[src/rtl/tdm_mux41_enable.sv]
// Time-division 4:1 serializer with active-low enable; snapshots d each frame and drives y/s.
// Optional even-parity fifth slot when TDM_PARITY_EN is defined.
module tdm_mux41_enable #(
    parameter int SLOT_CYCLES = 1
) (
    input  logic       clk,
    input  logic       rst,
    input  logic       e,
    input  logic [3:0] d,
    output logic       y,
    output logic [1:0] s,
    output logic       frame,
    output logic       valid,
    output logic       ps
);
    localparam int DW = (SLOT_CYCLES > 1) ? $clog2(SLOT_CYCLES) : 1;
    localparam logic [DW-1:0] DWELL_LAST = DW'(SLOT_CYCLES - 1);
`ifdef TDM_PARITY_EN
    localparam logic [2:0] LAST_SLOT = 3'd4;
`else
    localparam logic [2:0] LAST_SLOT = 3'd3;
`endif

    typedef enum logic {IDLE, RUN} state_t;

    state_t        state_q, state_d;
    logic [3:0]    shadow_q, shadow_d;
    logic [2:0]    slot_q, slot_d;
    logic [DW-1:0] dwell_q, dwell_d;
    logic          y_d, frame_d, valid_d, ps_d;
    logic [1:0]    s_d;
    logic [2:0]    slot_inc;

    assign slot_inc = slot_q + 3'd1;

    always_ff @(posedge clk) begin
        if (rst) begin
            state_q  <= IDLE;
            shadow_q <= '0;
            slot_q   <= '0;
            dwell_q  <= '0;
            y        <= 1'b0;
            s        <= 2'd0;
            frame    <= 1'b0;
            valid    <= 1'b0;
            ps       <= 1'b0;
        end else begin
            state_q  <= state_d;
            shadow_q <= shadow_d;
            slot_q   <= slot_d;
            dwell_q  <= dwell_d;
            y        <= y_d;
            s        <= s_d;
            frame    <= frame_d;
            valid    <= valid_d;
            ps       <= ps_d;
        end
    end

    always_comb begin
        state_d  = state_q;
        shadow_d = shadow_q;
        slot_d   = slot_q;
        dwell_d  = dwell_q;
        y_d      = y;
        s_d      = s;
        frame_d  = 1'b0;
        valid_d  = valid;
        ps_d     = ps;

        // Frame start: shared by IDLE->RUN entry and the wrap after the last slot.
        if (!e && (state_q == IDLE ||
                   (dwell_q == DWELL_LAST && slot_q == LAST_SLOT))) begin
            state_d  = RUN;
            shadow_d = d;
            slot_d   = 3'd0;
            dwell_d  = '0;
            y_d      = d[0];
            s_d      = 2'd0;
            frame_d  = 1'b1;
            valid_d  = 1'b1;
            ps_d     = 1'b0;
        end else if (e || state_q == IDLE) begin
            // Disabled: abandon any partial frame and park everything at reset values.
            state_d  = IDLE;
            shadow_d = '0;
            slot_d   = 3'd0;
            dwell_d  = '0;
            y_d      = 1'b0;
            s_d      = 2'd0;
            valid_d  = 1'b0;
            ps_d     = 1'b0;
        end else if (dwell_q != DWELL_LAST) begin
            dwell_d = dwell_q + DW'(1);
        end else begin
            dwell_d = '0;
            slot_d  = slot_inc;
`ifdef TDM_PARITY_EN
            if (slot_inc == 3'd4) begin
                y_d  = ^shadow_q;
                s_d  = 2'd3;
                ps_d = 1'b1;
            end else begin
                y_d = shadow_q[slot_inc[1:0]];
                s_d = slot_inc[1:0];
            end
`else
            y_d = shadow_q[slot_inc[1:0]];
            s_d = slot_inc[1:0];
`endif
        end
    end
endmodule

[config.mk]
export PLATFORM = sky130hd
export DESIGN_NAME = tdm_mux41_enable
export DESIGN_NICKNAME = d
export VERILOG_FILES = /design/src/rtl/tdm_mux41_enable.sv
export SDC_FILE = /design/constraint.sdc
export NUM_CORES = 1
export LEC_CHECK = 0
export CORE_AREA = 2 2 39 41
export CTS_BUF_LIST = sky130_fd_sc_hd__clkbuf_8 sky130_fd_sc_hd__clkbuf_16
export DETAILED_ROUTE_END_ITERATION = 12
export DIE_AREA = 0 0 41 43
export PLACE_DENSITY_LB_ADDON = 0.08
export SKIP_LAST_GASP = 1
export SYNTH_ARGS = -nofsm -noshare
export SYNTH_HDL_FRONTEND = slang
export SYNTH_SLANG_ARGS = --single-unit
[constraint.sdc]
create_clock -name clk -period 1.49 [get_ports clk]
set_input_delay 0.2235 -clock clk [delete_from_list [all_inputs] [get_ports clk]]
set_output_delay 0.2235 -clock clk [all_outputs]
set_load 0.05 [all_outputs]
==> results.py <==
metrics = {
    "cts": {
        "cts_root_buf": "clkbuf_8",
        "cts_num_sinks": 11,
        "ctsLongestPathBuffers": 2,
        "worstSkewPairLatency_ns": 0.23,
        "cts_tree": "built",
        "clk_pin_slew_worst_setup_hold_paths_ns": 0.05,
        "cts.htree.levels": 1,
        "cts.repair_timing.setup_buffer_count": 0,
        "numCtsBuffers": 3,
    },
    "power": {
        "power_per_cell_area_nw_per_um2": 1040,
        "internal_power_mw": 0.527,
        "power_leakage_nw": 0.278,
        "power.switching_mw": 0.151,
        "power.share.switching_pct": 22.3,
        "power.sequential.fraction_pct": 46.2,
        "combinationalPowerShare_pct": 12.0,
        "ir_drop_mv": 0.498,
        "power_frac_clock_pct": 41.8,
    },
    "global_route": {
        "grt-ovfl-total": 0,
        "global_route_wire_length_before_repair_mm": 1.39,
        "track_usage_pct": 11.9,
        "first_global_vias": 326,
        "grt_max_degree": 8,
        "grt_antenna_before_repair": 0,
    },
    "min_path": {
        "hold_wc_path_type": "register to register",
        "worstHoldStart": "shadow_q[3]$_SDFFE_PP0P_",
        "hold-path-endpoint": "shadow_q[3]$_SDFFE_PP0P_",
        "hold_path_depth": 1,
    },
    "routing": {
        "drt_iter0_drc": 7,
        "dr_total_vias": 333,
        "routed_wirelength_um": 828,
        "avgRoutedWirePerCell_um": 11.5,
        "drt-vias-per-instance": 4.63,
        "detailedRoute.firstPassIterationCount": 2,
        "residual_drc_count": 0,
        "route.antenna.remaining_nets": 0,
    },
    "floorplan": {
        "effective_utilization_at_floorplan_pct": 32.6,
        "fp-row-count": 14,
        "floorplan.core_area_um2": 1380,
        "die_area_um2": 1760,
        "floorplan.die.height_um": 43,
        "die_width_um": 41,
        "num_io_pins": 13,
    },
    "setup_path": {
        "register_to_register_setup_slack_ns": 0.08,
        "cp_data_arrival_time_ns": 1.53,
        "worstSetupStartpointType": "register",
        "worstSetupEndpointType": "register",
        "timing.rr.end": "y$_SDFFE_PP0P_",
        "setup.worst_path.class": "register to register",
        "critical_path.max_fanout": 3,
        "crit_start": "slot_q[1]$_SDFFE_PP0N_",
        "timing.rr.start": "slot_q[1]$_SDFFE_PP0N_",
        "cp.required_ns": 1.61,
        "rr_worst_depth": 4,
    },
    "placement": {
        "detailedPlacementHpwl_um": 646,
        "buffer_ports.inserted": 11,
        "place_area_um2": 603,
        "globalplace.congestion": 0.646,
    },
    "finish": {
        "design.final.nets": 66,
        "area_growth_syn_to_layout_pct": 44.3,
        "layout-drive-gt1-share_pct": 26.8,
        "postLayoutCoreUtil_pct": 47.1,
        "final_area_um2": 652,
        "n_antenna_cell": 0,
    },
    "status": {
        "run_status": "complete, no violations",
    },
    "sta": {
        "finalHoldViolCount": 0,
        "grt_setup_unrepaired": "no",
        "final.setup.tns_ns": 0,
        "finClkSkew_ns": 0.00275,
        "setup-violations-final": 0,
        "max_clock_freq_mhz": 708,
        "maxSlewViolCount": 0,
        "post-route-period-util_pct": 94.8,
        "fin_crit_ns": 1.41,
    },
    "synth": {
        "synth_seq_cells": 11,
        "syn_area_um2": 452,
        "yosysUniqueCellTypes": 18,
        "synth.avg_cell_area_um2": 11.0,
        "postSynth.topFlopCell": "dfxtp_1",
        "synth-edff-count": 0,
        "synth.yosys.warnings": 0,
        "synth_sequential_area_ratio_pct": 48.8,
        "async_flop_share_pct": 0,
        "synth_cells": 41,
    },
    "run": {
        "cap_violations": 0,
    },
}
[layout by cell type (no fill, tap or decap)]
cell / n
clkdlybuf4s50_1: 6
buf_4: 5
and3_1: 1
nand2b_4: 1
nor4b_1: 1
clkbuf_8: 3
nor4b_2: 1
a21oi_1: 2
nand3_1: 1
ha_1: 2
inv_1: 2
xor2_1: 1
mux2i_1: 1
a22o_1: 4
dfxtp_1: 11
nor2_1: 6
mux4_2: 1
a21boi_2: 1
buf_12: 3
nand2_1: 1
conb_1: 2
[synthesized netlist by cell type (all sizes together) (2+ instances only)]
| master | instances | area (µm²) |
|---|---|---|
| a21oi | 2 | 10.0 |
| nor2 | 6 | 22.5 |
| nor4b | 2 | 23.8 |
| ha | 2 | 25.0 |
| dfxtp | 11 | 220 |
| a22o | 4 | 35.0 |
| buf | 4 | 30.0 |
[sequential cells by signal, summed over array words and instances, names as in the netlist]
register,cells
shadow_q,4
dwell_q,1
y,1
slot_q,2
frame,1
state_q,1
s,1
[through the flow]
step | setup WS (ns) | cells | hold WS [ns] | power, mW
6_report | 0.0779 | 72 | 0.474 | 0.678
4_1_cts | 0.0672 | 72 | 0.469 | 0.689
3_5_place_dp | -0.000877 | 68 | 0.456 | 0.400
5_1_grt | 0.00322 | 72 | 0.487 | 0.721
2_1_floorplan | 0.163 | 42 | 0.324 | 0.365
3_3_place_gp | 0.0696 | 68 | 0.456 | 0.399
[metal layers]
metal	track usage, %	share of wire, %
met4	6.00	0.48
met3	6.28	7.4
met1	15.7	44
met5	0	0
met2	15.3	48
[power by group through the flow]
| stage | Clock, mW | Sequential, mW | Combinational (mW) |
|---|---|---|---|
| floorplan | 0 | 0.331 | 0.0334 |
| CTS | 0.293 | 0.313 | 0.0820 |
| global placement | 0 | 0.319 | 0.0796 |
| finish | 0.284 | 0.314 | 0.0811 |
| detailed placement | 0 | 0.319 | 0.0812 |
| global route | 0.320 | 0.315 | 0.0856 |
[worst max path at each step]
stage / to / slack, ns / cells after the start
after floorplan: y$_SDFFE_PP0P_ / 0.16 / 4
after global placement: shadow_q[0]$_SDFFE_PP0P_ / 0.07 / 5
after detailed placement: shadow_q[1]$_SDFFE_PP0P_ / -0.0009 / 5
after CTS: y$_SDFFE_PP0P_ / 0.07 / 4
after global routing: shadow_q[1]$_SDFFE_PP0P_ / 0.003 / 5
final: y$_SDFFE_PP0P_ / 0.08 / 4
[final cells by class]
type                    count  area (µm²)
fillers                   132         732
flip-flops and latches     11         220
multi-input cells          26         205
repair buffers             14         158
clock buffers               3        41.3
well taps                  16        20.0
clock inverters             1        3.75
inverters                   1        3.75
[worst max-delay path: stages (launching register included)]
cell     delay (ns)
dfxtp_1        0.39
ha_1           0.28
mux4_2         0.30
nor4b_2        0.24
nor4b_1        0.08
[what timing repair did]
action / in CTS / in global routing
setup endpoints to repair: 3 / 0
resized for setup: 1 / 0
hold buffers: 0 / 0
[kinds of logic after synthesis]
| logic type | Yosys count | synth area share [%] |
|---|---|---|
| other cells | 1 | 0.830 |
| buf+inv | 5 | 7.48 |
| xor+xnor | 1 | 1.94 |
| fa+ha+maj | 2 | 5.54 |
| mux | 2 | 7.20 |
| flops | 11 | 48.8 |
| simple gates | 12 | 16.6 |
| compound gates | 7 | 11.6 |
Power figures use the tool's default switching activity.
